## src/rtl/order_manager.sv

```systemverilog
// Order issue stage: turns buy/sell decisions into valid/ready orders under a signed position limit.
// Optional post-order cooldown is built only when COOLDOWN_EN is defined.
module order_manager #(
    parameter int POS_W           = 8,
    parameter int MAX_POS         = 8,
    parameter int ORDER_QTY       = 1,
    parameter int COOLDOWN_CYCLES = 16
) (
    input  logic             clk,
    input  logic             rst,
    input  logic             enable,
    input  logic             buy_signal,
    input  logic             sell_signal,
    input  logic [7:0]       price_in,
    output logic             order_valid,
    input  logic             order_ready,
    output logic             order_side,
    output logic [7:0]       order_price,
    output logic [7:0]       order_qty,
    output logic [POS_W-1:0] position,
    output logic [15:0]      drop_count,
    output logic             busy
);

    typedef enum logic [1:0] {
        IDLE,
        ISSUE
`ifdef COOLDOWN_EN
        , COOLDOWN
`endif
    } state_t;

    localparam logic [7:0]             QTY8  = 8'(ORDER_QTY);
    localparam logic [POS_W-1:0]       QTY_P = POS_W'(ORDER_QTY);
    localparam logic signed [POS_W:0]  QTY_S = (POS_W+1)'(ORDER_QTY);
    localparam logic signed [POS_W:0]  MAX_S = (POS_W+1)'(MAX_POS);

    if (MAX_POS >= 2**(POS_W-1) || ORDER_QTY < 1 || ORDER_QTY > MAX_POS || COOLDOWN_CYCLES < 1)
    begin : g_param_check
        $error("order_manager: illegal parameter combination");
    end

    state_t state, state_nx;
    logic   latch, drop, hs;
    logic   buy_ok, sell_ok;
    logic signed [POS_W:0] pos_ext, pos_up, pos_dn;

`ifdef COOLDOWN_EN
    localparam int CNT_W = (COOLDOWN_CYCLES > 1) ? $clog2(COOLDOWN_CYCLES) : 1;
    localparam logic [CNT_W-1:0] CD_LOAD = CNT_W'(COOLDOWN_CYCLES - 1);
    logic [CNT_W-1:0] cd_cnt;
`endif

    // Limit checks run one bit wider than the position so they cannot wrap.
    always_comb begin
        pos_ext = {position[POS_W-1], position};
        pos_up  = pos_ext + QTY_S;
        pos_dn  = pos_ext - QTY_S;
        buy_ok  = (pos_up <= MAX_S);
        sell_ok = (pos_dn >= -MAX_S);
    end

    always_ff @(posedge clk) begin
        if (rst) state <= IDLE;
        else     state <= state_nx;
    end

    always_comb begin
        state_nx = state;
        latch    = 1'b0;
        drop     = 1'b0;
        hs       = (state == ISSUE) && order_ready;
        case (state)
            IDLE: begin
                if (enable) begin
                    if (buy_signal && sell_signal) begin
                        drop = 1'b1;
                    end else if (buy_signal) begin
                        if (buy_ok) begin
                            latch    = 1'b1;
                            state_nx = ISSUE;
                        end else begin
                            drop = 1'b1;
                        end
                    end else if (sell_signal) begin
                        if (sell_ok) begin
                            latch    = 1'b1;
                            state_nx = ISSUE;
                        end else begin
                            drop = 1'b1;
                        end
                    end
                end
            end
            ISSUE: begin
                drop = enable && (buy_signal || sell_signal);
                if (order_ready) begin
`ifdef COOLDOWN_EN
                    state_nx = COOLDOWN;
`else
                    state_nx = IDLE;
`endif
                end
            end
`ifdef COOLDOWN_EN
            COOLDOWN: begin
                drop = enable && (buy_signal || sell_signal);
                if (cd_cnt == '0) state_nx = IDLE;
            end
`endif
            default: state_nx = IDLE;
        endcase
    end

    always_ff @(posedge clk) begin
        if (rst) begin
            order_side  <= 1'b0;
            order_price <= '0;
            order_qty   <= '0;
            position    <= '0;
            drop_count  <= '0;
        end else begin
            if (latch) begin
                order_side  <= buy_signal;
                order_price <= price_in;
                order_qty   <= QTY8;
            end
            if (hs) position <= order_side ? position + QTY_P : position - QTY_P;
            if (drop && drop_count != '1) drop_count <= drop_count + 16'd1;
        end
    end

`ifdef COOLDOWN_EN
    always_ff @(posedge clk) begin
        if (rst)                                  cd_cnt <= '0;
        else if (hs)                              cd_cnt <= CD_LOAD;
        else if (state == COOLDOWN && cd_cnt != '0) cd_cnt <= cd_cnt - 1'b1;
    end
`endif

    assign order_valid = (state == ISSUE);
    assign busy        = (state != IDLE);

endmodule
```

## config.mk

```make
export PLATFORM = sky130hd
export DESIGN_NAME = order_manager
export DESIGN_NICKNAME = d
export VERILOG_FILES = /design/src/rtl/order_manager.sv
export SDC_FILE = /design/constraint.sdc
export NUM_CORES = 1
export LEC_CHECK = 0
export ABC_CLOCK_PERIOD_IN_PS = 5390
export CORE_MARGIN = 1.5
export CORE_UTILIZATION = 30
export DETAILED_ROUTE_END_ITERATION = 6
export PLACE_DENSITY = 0.65
export SYNTH_ARGS = -nofsm -noshare
export SYNTH_HDL_FRONTEND = slang
export SYNTH_SLANG_ARGS = --single-unit
```

## constraint.sdc

```tcl
create_clock -name clk -period 5.39 [get_ports clk]
set_input_delay 1.078 -clock clk [delete_from_list [all_inputs] [get_ports clk]]
set_output_delay 1.078 -clock clk [all_outputs]
set_load 0.005 [all_outputs]
```

======== Yosys cells after proc, flatten, opt, wreduce, memory -nomap -nowiden ========
Index checks and enable logic that the tools add are counted.
operators by class
  reductions and logical operators ........ 8
  $lt $le $gt $ge ......................... 2
  add/sub/neg operators ................... 5
  eq/ne operators ......................... 8
  muxes and demuxes ....................... 23
operator list
  operator                                              count
  adder 16 x 1 -> 16 bit (second input constant)        1
  != test 16 bit (second input constant)                1
  two-way mux 2 bit                                     7
  two-way mux 1 bit                                     13
  adder 8 x 2 -> 9 bit (second input constant)          1
  >= comparator 9 x 4 -> 1 bit (second input constant)  1
  <= comparator 9 x 5 -> 1 bit (second input constant)  1
  != test 3 bit (second input constant)                 3
  subtractor 8 x 2 -> 9 bit (second input constant)     1
  adder 8 x 1 -> 8 bit (second input constant)          1
  two-way mux 8 bit                                     1
  subtractor 8 x 1 -> 8 bit (second input constant)     1
  AND reduction 6 bit                                   1
  logical AND 1 bit                                     4
  != test 2 bit (second input constant)                 2
  one-hot mux 2 bit (2 select lines)                    1
  == test 2 x 1 -> 1 bit (second input constant)        1
  zero test 2 bit                                       1
  != test 2 x 1 -> 1 bit (second input constant)        1
  one-hot mux 1 bit (2 select lines)                    1
  nonzero test 2 bit                                    1
  logical OR 1 bit                                      1
storage, ports and cells
  bits of input ports ..................... 14
  output and inout bits ................... 43
  register bits after elaboration ......... 36
  word-level logic and storage cells ...... 52

======== Depth between registers and ports, before layout ========
  word-level depth ........................ 9
  gate-level depth with buffers ........... 8
  mapped depth without buffers ............ 8

======== Worst setup path after synthesis ========
No wires, ideal clock.
  path kind ............................... input to register
  start point ............................. input sell_signal
  end point ............................... register drop_count[6]
  required time ........................... 5262 ps
  cell stages on the path ................. 6
  path buffers ............................ 0
  slack ................................... 3166 ps
  library setup time ...................... 128 ps
  arrival ................................. 2096 ps
  path through ............................ a21o_1 > a31oi_4 > a21o_4 > or4_1 > xor2_1 > nor2_1
on the way
  longest elaborated chain between the ends .. 6
  elaborated cells between the ends (all ways) .. 9
  those cells by class .................... 5 x mux; 4 x reduce/logical
ends and longest elaborated chain
  element                               RTL line  text
  from (decl)                           13        input logic sell_signal,
  two-way mux 1 bit                     85        end else if (sell_signal) begin
  two-way mux 1 bit                     78        end else if (buy_signal) begin
  two-way mux 1 bit                     76        if (buy_signal && sell_signal) begin
  two-way mux 1 bit                     75        if (enable) begin
  one-hot mux 1 bit (2 select lines) *  73        case (state)
  logical AND 1 bit *                   129       if (drop && drop_count != '1) drop_count <= drop_count + 16'd1;
  to (signal assigned)                  129
  to (decl)                             21        output logic [15:0] drop_count,
Mark *: on every way between the ends. The rest lies on a longest branch, timed or not.
A chain may end at the register's enable or synchronous reset.

======== Worst setup path after layout ========
  start point ............................. input buy_signal
  end point ............................... register drop_count[15]
on the way
  longest elaborated chain between the ends .. 5
  elaborated cells between the ends (all ways) .. 8
  those cells by class .................... 4 x mux; 4 x reduce/logical
ends and longest elaborated chain
  element                                                 RTL line  text
  from (decl)                                             12        input logic buy_signal,
  two-way mux 1 bit or logical AND 1 bit (tied branches)  78, 76
  two-way mux 1 bit                                       76
  two-way mux 1 bit                                       75
  one-hot mux 1 bit (2 select lines) *                    73
  logical AND 1 bit *                                     129
Marks and branches as above.

==> results by group <==
STA
  – Setup TNS: 0 ns
  – Minimum clock period: 2.75 ns
  – RSZ-0062 raised after global routing: no
  – Fmax achieved: 363 MHz
  – Worst hold margin: around 0.48 ns
  – Clock Skew: 0.00445 ns
  – Worst Max-Slew Pin Slew: 0.583 ns
  – Relative slew slack: between 60 and 70%
  – Hold Vio Cnt, Final: 0
  – Period utilization: 51.1%
  – Max-slew violations: 0
  – Final WS setup: 2.64 ns
  – Final Setup Violations: 0

Clock tree
  – Inserted Clock Buffers: 5
  – Worst skew pair latency: about 0.29 ns
  – # Post-CTS Setup Buffers: 0
  – CTS tree: yes
  – Post-CTS sizing: 0
  – Clk root buf: clkbuf_8
  – H-Tree Depth: 2
  – Clock buffer depth: 2
  – # hold bufs at CTS: 0
  – Clock transition at the registers of the reported paths: 0.07 ns
  – Clock sinks: 35

Global routing
  – Final global-route overflow total: 0
  – Largest net degree at the start of global routing: 40
  – First-pass GRT wire length: 7620 µm
  – Global Route Usage Sum: between 10 and 15%
  – Vias in the first global route: roughly 1700
  – Initial antenna violation count: 0

Cells and area
  – Post-Layout Cell Count: 344
  – Most common cell after layout, fill and taps aside: clkdlybuf4s50_1
  – Register Area: approximately 700 µm²
  – # nets final: 290
  – Share of cells above drive strength 1: about 8%
  – P&R area growth vs syn: 31.4%
  – N_diodes: 0
  – Area of the multi-input gates: between 1000 and 1500 µm²
  – Commonest non-fill, non-tap cells in the layout: 49 x clkdlybuf4s50_1, 35 x dfxtp_1, 34 x nor2_1, 15 x a21oi_1, 13 x nand3_1
  – Filler cell count in the final layout: around 600

Synth
  – YS warnings: 0
  – Netlist cell types: 47
  – Register bit total from synthesis: 35
  – Post-Syn Area per Cell: around 8.8 µm²
  – Seq/Total Area, Yosys: 36.4%
  – Cell area after synthesis: 1920 µm²
  – Synth Instances: around 220

Worst setup path
  – CP Cell Sequence: clkdlybuf4s50_1 -> o21ai_0 -> nor2_2 -> nand2_4 -> or4_1 -> a21oi_1
  – Critical path depth in cells: 6
  – Crit path capture type: flop
  – CP Launch Point: buy_signal
  – Buffers & Inverters on Critical Path: 1
  – Required @ worst endpoint: approximately 5.6 ns
  – Max Fanout on Critical Path: 7
  – WP data arrival: ~3 ns
  – Setup CP Type: in -> reg
  – Crit Reg-Reg Startpoint: order_side
  – CP top delay family: simple AND/OR/NAND/NOR gates
  – CP Launch Type: primary input
  – Slowest-stage cell, CP: clkdlybuf4s50_1
  – CP peak stage delay: ~0.63 ns
  – R2R depth: 8

Placed design
  – Dpl hpwl: 3300 µm
  – Placement Setup Slack: about 2.4 ns
  – Routability Congestion: about 0.8
  – IO Port Bufs: between 40 and 50
  – Placed Cells: roughly 340

Power
  – Leakage power: between 0.0009 and 0.001 µW
  – Worst IR Drop VDD: 0.0995 mV
  – Power Dens Cells: 226 nW/µm²

Drt
  – 1st-iter DRT viols: ~40
  – Total wire length: between 4000 and 5000 µm
  – DRT Pass-1 Iters: 4
  – # DRC: 0
  – ANT nets after route: 0
  – Post-DR wirelength/cell: around 13 µm
  – DR vias: between 1500 and 2000
  – Vias per Instance: roughly 4.9

Floorplan
  – Die width: between 80 and 90 µm
  – Die Y: roughly 83 µm
  – Die area: between 6000 and 7000 µm²
  – Rows: 28
  – Starting density of the core: a little under a third
  – Ports: 57
  – Placeable Area: roughly 6000 µm²

Job
  – Max-cap violations: 0

Worst hold path
  – Worst Hold Class: reg -> reg
  – Hold Path Cell Cnt: 2
  – Hold Crit Start: order_qty[0]

Run status
  – Status: complete, no violations
state kept, by name (all words and copies together), names as in the netlist:
signal and count:
drop_count 16, order_price 8, position 8, order_qty 1
order_side 1, state 1
stage by stage:
step	utilization (%)	instance area, µm²	power [µW]
after floorplan	-	1950	356
after global placement	40.4	2450	392
after detailed placement	40.4	2450	394
after CTS	41.7	2530	582
after global routing	41.7	2530	607
final	41.7	2530	572
cells by family (layout without fill, tap and decap cells):
family | after synthesis | count (layout) | share of synthesized area [%]
buf+inv | 19 | 63 | 5.72
flops | 35 | 35 | 36.4
compound gates | 34 | 34 | 12.4
fa+ha+maj | 8 | 8 | 5.59
xor+xnor | 17 | 17 | 7.74
simple gates | 96 | 96 | 27.2
other cells | 1 | 7 | 0.195
mux | 9 | 9 | 4.75
layer usage:
layer | track usage, % | wire length, µm | vias to the layer above
li1 | - | - | 855
met1 | 16.5 | 2050 | 783
met2 | 21.9 | 2070 | 45
met3 | 4.47 | 253 | 8
met4 | 6.36 | 85 | 0
met5 | 0 | 0 | -
final cells by class:
cell class,count,area share [%]
Timing Repair Buffer,50,19.7
Sequential cell,35,27.7
Clock buffer,7,3.02
Multi-Input combinational cell,171,44.9
Inverter,5,0.742
Clock inverter,1,0.198
Tap cell,75,3.71
cell usage after synthesis, drive strengths merged:
cell type / instances / area share (%)
a21o: 4 / 2.0
a21oi: 16 / 4.7
a22o: 1 / 0.52
a31oi: 2 / 1.4
and2: 1 / 0.33
and2b: 1 / 0.39
and3: 2 / 0.65
buf: 10 / 4.0
clkbuf: 4 / 0.78
conb: 1 / 0.19
dfxtp: 35 / 36
fa: 1 / 1.0
ha: 7 / 4.6
inv: 5 / 0.98
mux2: 1 / 0.59
mux2i: 8 / 4.2
nand2: 14 / 3.5
nand2b: 1 / 0.33
nand3: 13 / 3.4
nand4: 8 / 2.9
nor2: 35 / 7.0
nor2b: 3 / 0.98
nor3: 7 / 2.9
nor4: 1 / 0.65
nor4b: 2 / 0.91
o211ai: 2 / 0.78
o21a: 1 / 0.39
o21ai: 5 / 1.3
o21bai: 1 / 0.39
o31ai: 1 / 0.39
o41ai: 1 / 0.46
or2: 1 / 0.33
or3: 2 / 0.91
or4: 5 / 2.1
xnor2: 9 / 4.1
xor2: 8 / 3.6
tightest hold or removal path, stage by stage, from the launching register on:
cell     delay, ns
dfxtp_1       0.33
a21oi_1       0.04
nor2_1        0.07
where the power goes:
part	switching [µW]	internal, µW	total [µW]
combinational	53.8	57.6	111
clock	94.0	90.7	185
sequential	8.53	268	276
total	156	416	572
path summary, 6_finish.rpt:
kind	endpoint	slack, ns
setup / recovery	drop_count[15]	2.64
hold / removal	order_qty[0]	0.48
setup reg to reg	position[7]	3.26
hold reg to reg	order_qty[0]	0.48
Note: power is estimated with default switching activity, not from simulation.
